[config.mk]
export PLATFORM = sky130hd
export DESIGN_NAME = seg_scan_driver
export DESIGN_NICKNAME = d
export VERILOG_FILES = /design/src/rtl/seg_pkg.sv /design/src/rtl/bin2bcd_seq.sv /design/src/rtl/seg_scan_driver.sv
export SDC_FILE = /design/constraint.sdc
export NUM_CORES = 1
export LEC_CHECK = 0
export ABC_CLOCK_PERIOD_IN_PS = 2300
export CAP_MARGIN = 25
export CORE_UTILIZATION = 30
export DETAILED_ROUTE_END_ITERATION = 6
export PLACE_DENSITY_LB_ADDON = 0.05
export SLEW_MARGIN = 20
export SYNTH_ARGS = -nofsm -noshare
export SYNTH_HDL_FRONTEND = slang
export SYNTH_SLANG_ARGS = --single-unit
[constraint.sdc]
create_clock -name clk -period 2.3 [get_ports clk]
set_input_delay 0.23 -clock clk [delete_from_list [all_inputs] [get_ports clk]]
set_output_delay 0.23 -clock clk [all_outputs]
set_load 0.03 [all_outputs]
[src/rtl/seg_pkg.sv]
// Shared types and constants for the 7-segment scan driver.
// Converter FSM state, display limit and BCD nibble width.
package seg_pkg;
  typedef enum logic {
    IDLE,
    CONVERT
  } conv_state_t;

  localparam logic [31:0] DISP_MAX = 32'd9999;
  localparam int NIBBLE_W = 4;
endpackage

[src/rtl/bin2bcd_seq.sv]
// Sequential double-dabble converter, one shift per cycle.
// Ports: clk, rst, value/load in; busy, overflow, bcd out.
module bin2bcd_seq
  import seg_pkg::*;
#(
  parameter int WIDTH  = 14,
  parameter int DIGITS = 4
) (
  input  logic                       clk,
  input  logic                       rst,
  input  logic [WIDTH-1:0]           value,
  input  logic                       load,
  output logic                       busy,
  output logic                       overflow,
  output logic [DIGITS*NIBBLE_W-1:0] bcd
);
  localparam int BCD_W = DIGITS * NIBBLE_W;
  localparam int CNT_W = $clog2(WIDTH + 1);

  conv_state_t      state;
  conv_state_t      state_nx;
  logic [WIDTH-1:0] shreg;
  logic [BCD_W-1:0] scratch;
  logic [BCD_W-1:0] adj;
  logic [BCD_W-1:0] scratch_nx;
  logic [CNT_W-1:0] iter;
  logic             sat;
  logic             last;

  assign busy = (state == CONVERT);
  assign last = (iter == CNT_W'(WIDTH - 1));

  always_comb begin
    adj = scratch;
    for (int i = 0; i < DIGITS; i++) begin
      if (scratch[i*NIBBLE_W +: NIBBLE_W] >= 4'd5)
        adj[i*NIBBLE_W +: NIBBLE_W] =
          scratch[i*NIBBLE_W +: NIBBLE_W] + 4'd3;
    end
    scratch_nx = {adj[BCD_W-2:0], shreg[WIDTH-1]};
  end

  always_comb begin
    state_nx = state;
    unique case (state)
      IDLE:    if (load) state_nx = CONVERT;
      CONVERT: if (last) state_nx = IDLE;
    endcase
  end

  always_ff @(posedge clk) begin
    if (rst) state <= IDLE;
    else     state <= state_nx;
  end

  // Saturation is decided on the captured value, so the
  // truncated 5th BCD digit in scratch never matters.
  always_ff @(posedge clk) begin
    if (rst) begin
      shreg    <= '0;
      scratch  <= '0;
      iter     <= '0;
      sat      <= 1'b0;
      bcd      <= '0;
      overflow <= 1'b0;
    end else begin
      unique case (state)
        IDLE: begin
          if (load) begin
            shreg   <= value;
            scratch <= '0;
            iter    <= '0;
            sat     <= (32'(value) > DISP_MAX);
          end
        end
        CONVERT: begin
          shreg   <= shreg << 1;
          scratch <= scratch_nx;
          iter    <= iter + CNT_W'(1);
          if (last) begin
            bcd      <= sat ? {DIGITS{4'd9}} : scratch_nx;
            overflow <= sat;
          end
        end
      endcase
    end
  end
endmodule

[src/rtl/seg_scan_driver.sv]
// Binary-to-BCD feeder that scans digits onto one shared decoder.
// Ports: clk, rst, value, load; busy, overflow, digit_data, digit_en.
module seg_scan_driver
  import seg_pkg::*;
#(
  parameter int WIDTH       = 14,
  parameter int DIGITS      = 4,
  parameter int REFRESH_DIV = 50000,
  parameter int BLANK_LZ    = 1
) (
  input  logic                clk,
  input  logic                rst,
  input  logic [WIDTH-1:0]    value,
  input  logic                load,
  output logic                busy,
  output logic                overflow,
  output logic [3:0]          digit_data,
  output logic [DIGITS-1:0]   digit_en
);
  localparam int BCD_W = DIGITS * NIBBLE_W;
  localparam int CW    = $clog2(REFRESH_DIV);
  localparam int IW    = $clog2(DIGITS);

  logic [BCD_W-1:0]  bcd;
  logic [CW-1:0]     rcnt;
  logic [IW-1:0]     idx;
  logic              tc;
  logic [3:0]        nib;
  logic              hi_zero;
  logic [DIGITS-1:0] en_nx;

  bin2bcd_seq #(
    .WIDTH  (WIDTH),
    .DIGITS (DIGITS)
  ) u_conv (
    .clk      (clk),
    .rst      (rst),
    .value    (value),
    .load     (load),
    .busy     (busy),
    .overflow (overflow),
    .bcd      (bcd)
  );

  assign tc = (rcnt == CW'(REFRESH_DIV - 1));

  always_ff @(posedge clk) begin
    if (rst) begin
      rcnt <= '0;
      idx  <= '0;
    end else if (tc) begin
      rcnt <= '0;
      idx  <= (idx == IW'(DIGITS - 1)) ? '0 : idx + IW'(1);
    end else begin
      rcnt <= rcnt + CW'(1);
    end
  end

  // A digit is a leading zero when it and every higher
  // nibble are zero; digit 0 always stays lit.
  always_comb begin
    nib     = bcd[int'(idx)*NIBBLE_W +: NIBBLE_W];
    hi_zero = 1'b1;
    for (int i = 0; i < DIGITS; i++) begin
      if (i >= int'(idx) && bcd[i*NIBBLE_W +: NIBBLE_W] != 4'd0)
        hi_zero = 1'b0;
    end
    en_nx = ~(DIGITS'(1) << idx);
    if (BLANK_LZ != 0 && idx != '0 && hi_zero)
      en_nx = '1;
  end

  always_ff @(posedge clk) begin
    if (rst) begin
      digit_data <= 4'd0;
      digit_en   <= ~DIGITS'(1);
    end else begin
      digit_data <= nib;
      digit_en   <= en_nx;
    end
  end
endmodule

==> results by group <==
Hold path
  – Min-Delay Path Class: in2reg
  – Hold Crit Start: rst
  – WHS Path Cells: 2
  – Min-Delay Endpoint: u_conv.scratch[0]$_SDFFE_PP0P_

Timing
  – Minimum clock period: 1.99 ns
  – Final hold violations: 0
  – Count of final setup violators: 0
  – Final Hold Slack: 0.294 ns
  – F_max: 503 MHz
  – Tightest Pin Transition: 0.429 ns
  – Fin crit share: 0.865
  – Normalized max-slew margin: 0.714
  – RSZ-0062 raised after global routing: no
  – Max Clock Skew: 0.00634 ns
  – TNS Setup: 0 ns
  – Slew Limit Fails: 0

Placement
  – Port Buf Inserts: 26
  – DP HPWL: about 5600 µm
  – Placed cell count: between 500 and 600
  – GP Congestion: 0.769
  – Placed Area: 4070 µm²

Clock tree
  – # resized after CTS: 0
  – H-tree depth: 3
  – CTS buffer count: 9
  – CTS max path bufs: 2
  – Cts-stage hold buffer count: 0
  – Setup Fix Bufs, Post-CTS: 0
  – Worst-path clk slew: roughly 0.06 ns
  – Clock Sinks: 79
  – CTS tree: yes
  – Root buffer selected by CTS: clkbuf_16
  – Clk_lat worst skew: 0.34 ns

Floorplanning
  – Core Footprint: roughly 12000 µm²
  – # rows: 39
  – Die Ht: 112 µm
  – DIE WIDTH: 112 µm
  – I/O pins: 27
  – Die ar.: 12600 µm²
  – Starting Density: 0.314

Logic synthesis
  – Seq cells post-synth: 79
  – Post-Synthesis Cells: 409
  – Synth cell types: 40
  – Yosys warnings: 0
  – Synth Cell Area: between 3000 and 4000 µm²
  – Sequential-to-total area share from yosys stat: 0.434
  – Syn_area_per_cell: slightly below 9 µm²
  – Synth Net Count: 442

Setup path
  – Required @ worst endpoint: 2.58 ns
  – FF-to-FF Start: rcnt[10]$_SDFF_PP0_
  – Worst reg2reg path endpoint: idx[0]$_SDFFE_PP0N_
  – CP arrival: 2.27 ns
  – Worst setup EP type: flip-flop
  – Critical path class: reg2reg
  – Max FO, Critical Path: 5
  – R2R Setup Slk: 0.31 ns
  – Worst setup SP type: flip-flop
  – FF-to-FF path depth: 4

Flow run
  – Max cap viols: 0

Routing
  – DRC violations left: 1
  – ANT nets after route: 0
  – Post-Route WL: 8100 µm
  – Initial drt markers: 123
  – DR pass1 iterations: 6
  – Via/cell ratio: 4.92
  – Avg WL per Cell: 14.0 µm
  – DR vias: 2851

Finish
  – Commonest cells after routing, fill and taps aside: dfxtp_1, nor2_1, a21oi_1, clkdlybuf4s50_1, o21ai_0
  – Register area: 1580 µm²
  – Design area: 4420 µm²
  – Number of filler cells placed in the layout: between 1k and 1.5k
  – Area Growth Syn to Fin: 21.2%
  – Share of cells above drive strength 1: 0.0984
  – Final #Nets: 465
  – Final Instance Count excl. Fillers: 580
  – N_diodes: 0
  – Multi-input logic area: 1900 µm²
  – Most common cell after layout, fill and taps aside: dfxtp_1

Power
  – Worst IR Drop VDD: 0.554 mV
  – Pwr/cell area: 732 nW/µm²
  – P_leak: around 0.0016 µW

Outcome
  – Failing checks: DRC
  – Status: finished with violations

Global routing
  – First-pass GRT wire length: between 10000 and 15000 µm
  – Initial antenna violation count: 0
  – Vias in the first global route: 2813
  – Tot GR Track Use: 0.141
  – Largest net degree at the start of global routing: 39
  – Grt ovf: 0
## state kept, by name, indices dropped and copies added (netlist names)
signal and flops:
rcnt 16, u_conv.bcd 16, u_conv.scratch 16, u_conv.shreg 14, digit_data 4, digit_en 4, u_conv.iter 4, idx 2
u_conv.busy 1, u_conv.overflow 1, u_conv.sat 1
## Yosys cell counts
| library cell | number | area share |
|---|---|---|
| or4_4 | 1 | 0.0031 |
| nor3_1 | 13 | 0.018 |
| o21ba_2 | 3 | 0.0082 |
| nand4b_1 | 2 | 0.0048 |
| and3_1 | 1 | 0.0017 |
| nor2_1 | 60 | 0.062 |
| o31ai_1 | 1 | 0.0021 |
| buf_1 | 5 | 0.0051 |
| or4_1 | 3 | 0.0062 |
| nand4_1 | 4 | 0.0069 |
| nand2_1 | 13 | 0.013 |
| o31a_1 | 1 | 0.0024 |
| and4_1 | 1 | 0.0024 |
| nor2b_1 | 8 | 0.014 |
| nand3_1 | 9 | 0.012 |
| mux4_2 | 4 | 0.025 |
| mux2i_1 | 16 | 0.044 |
| o211a_1 | 1 | 0.0027 |
| and2_1 | 3 | 0.0051 |
| a41oi_1 | 1 | 0.0024 |
| mux2_2 | 4 | 0.012 |
| or4b_1 | 2 | 0.0055 |
| nor3b_1 | 4 | 0.0082 |
| xor2_1 | 3 | 0.0072 |
| o22ai_1 | 4 | 0.0069 |
| a21oi_1 | 29 | 0.040 |
| nor4_1 | 5 | 0.0086 |
| ha_1 | 16 | 0.055 |
| or2_2 | 3 | 0.0051 |
| dfxtp_1 | 79 | 0.43 |
| or3_1 | 6 | 0.010 |
| clkbuf_1 | 17 | 0.018 |
| nand3b_1 | 9 | 0.019 |
| a21oi_2 | 1 | 0.0024 |
| xnor2_1 | 13 | 0.031 |
| o21ai_0 | 24 | 0.033 |
| inv_1 | 19 | 0.020 |
| o32ai_1 | 11 | 0.026 |
| nand2b_1 | 9 | 0.015 |
| buf_4 | 1 | 0.0021 |
## critical path, cell delays in order (launching register included)
cell and delay (ns):
dfxtp_1 0.35, or4b_1 0.52, or4_4 0.58, or3_1 0.35, a21oi_2 0.13
## cell type report
cell class	count	share of cell area
Multi-Input combinational cell	288	0.431
Sequential cell	79	0.358
Timing Repair Buffer	35	0.0759
Clock buffer	10	0.0541
Tap cell	143	0.0405
Clock inverter	6	0.0244
Inverter	19	0.0161
## report_power, final
group	internal, µW	total, µW	switching [µW]	leakage (µW)
Sequential	1390	1410	22.0	0.000640
Clock	1090	1650	567	0.000168
Combinational	75.6	167	90.9	0.000756
## worst max-delay path by stage
stage	start	end	slack [ns]	cells after the start
after detailed placement	rcnt[10]$_SDFF_PP0_	idx[0]$_SDFFE_PP0N_	0.33	4
after CTS	rcnt[10]$_SDFF_PP0_	idx[0]$_SDFFE_PP0N_	0.30	4
after global placement	rcnt[10]$_SDFF_PP0_	idx[0]$_SDFFE_PP0N_	0.34	4
final	rcnt[10]$_SDFF_PP0_	idx[0]$_SDFFE_PP0N_	0.31	4
after global routing	rcnt[10]$_SDFF_PP0_	idx[0]$_SDFFE_PP0N_	0.23	4
after floorplan	rcnt[10]$_SDFF_PP0_	idx[0]$_SDFFE_PP0N_	0.39	4
## cell families (layout without fill, tap and decap cells)
kind of cell,after synthesis,count (layout),synth area share
mux,24,24,0.0810
simple gates,156,156,0.221
flops,79,79,0.434
buf+inv,42,70,0.0443
fa+ha+maj,16,16,0.0549
xor+xnor,16,16,0.0384
compound gates,76,76,0.126
## through the flow
stage | utilization | power, µW | setup slack (ns)
after floorplan | - | 1550 | 0.393
after global placement | 0.350 | 1610 | 0.335
after detailed placement | 0.350 | 1610 | 0.325
after CTS | 0.380 | 3290 | 0.301
after global routing | 0.380 | 3370 | 0.231
final | 0.380 | 3230 | 0.311
## metal layers
layer,part of all wire,GRT usage,vias to the layer above
met5,0,0,-
met4,0.017,0.0640,0
met3,0.031,0.0400,10
met2,0.45,0.231,39
met1,0.50,0.172,1328
li1,-,-,1474
Note: power is estimated with default switching activity, not from simulation.
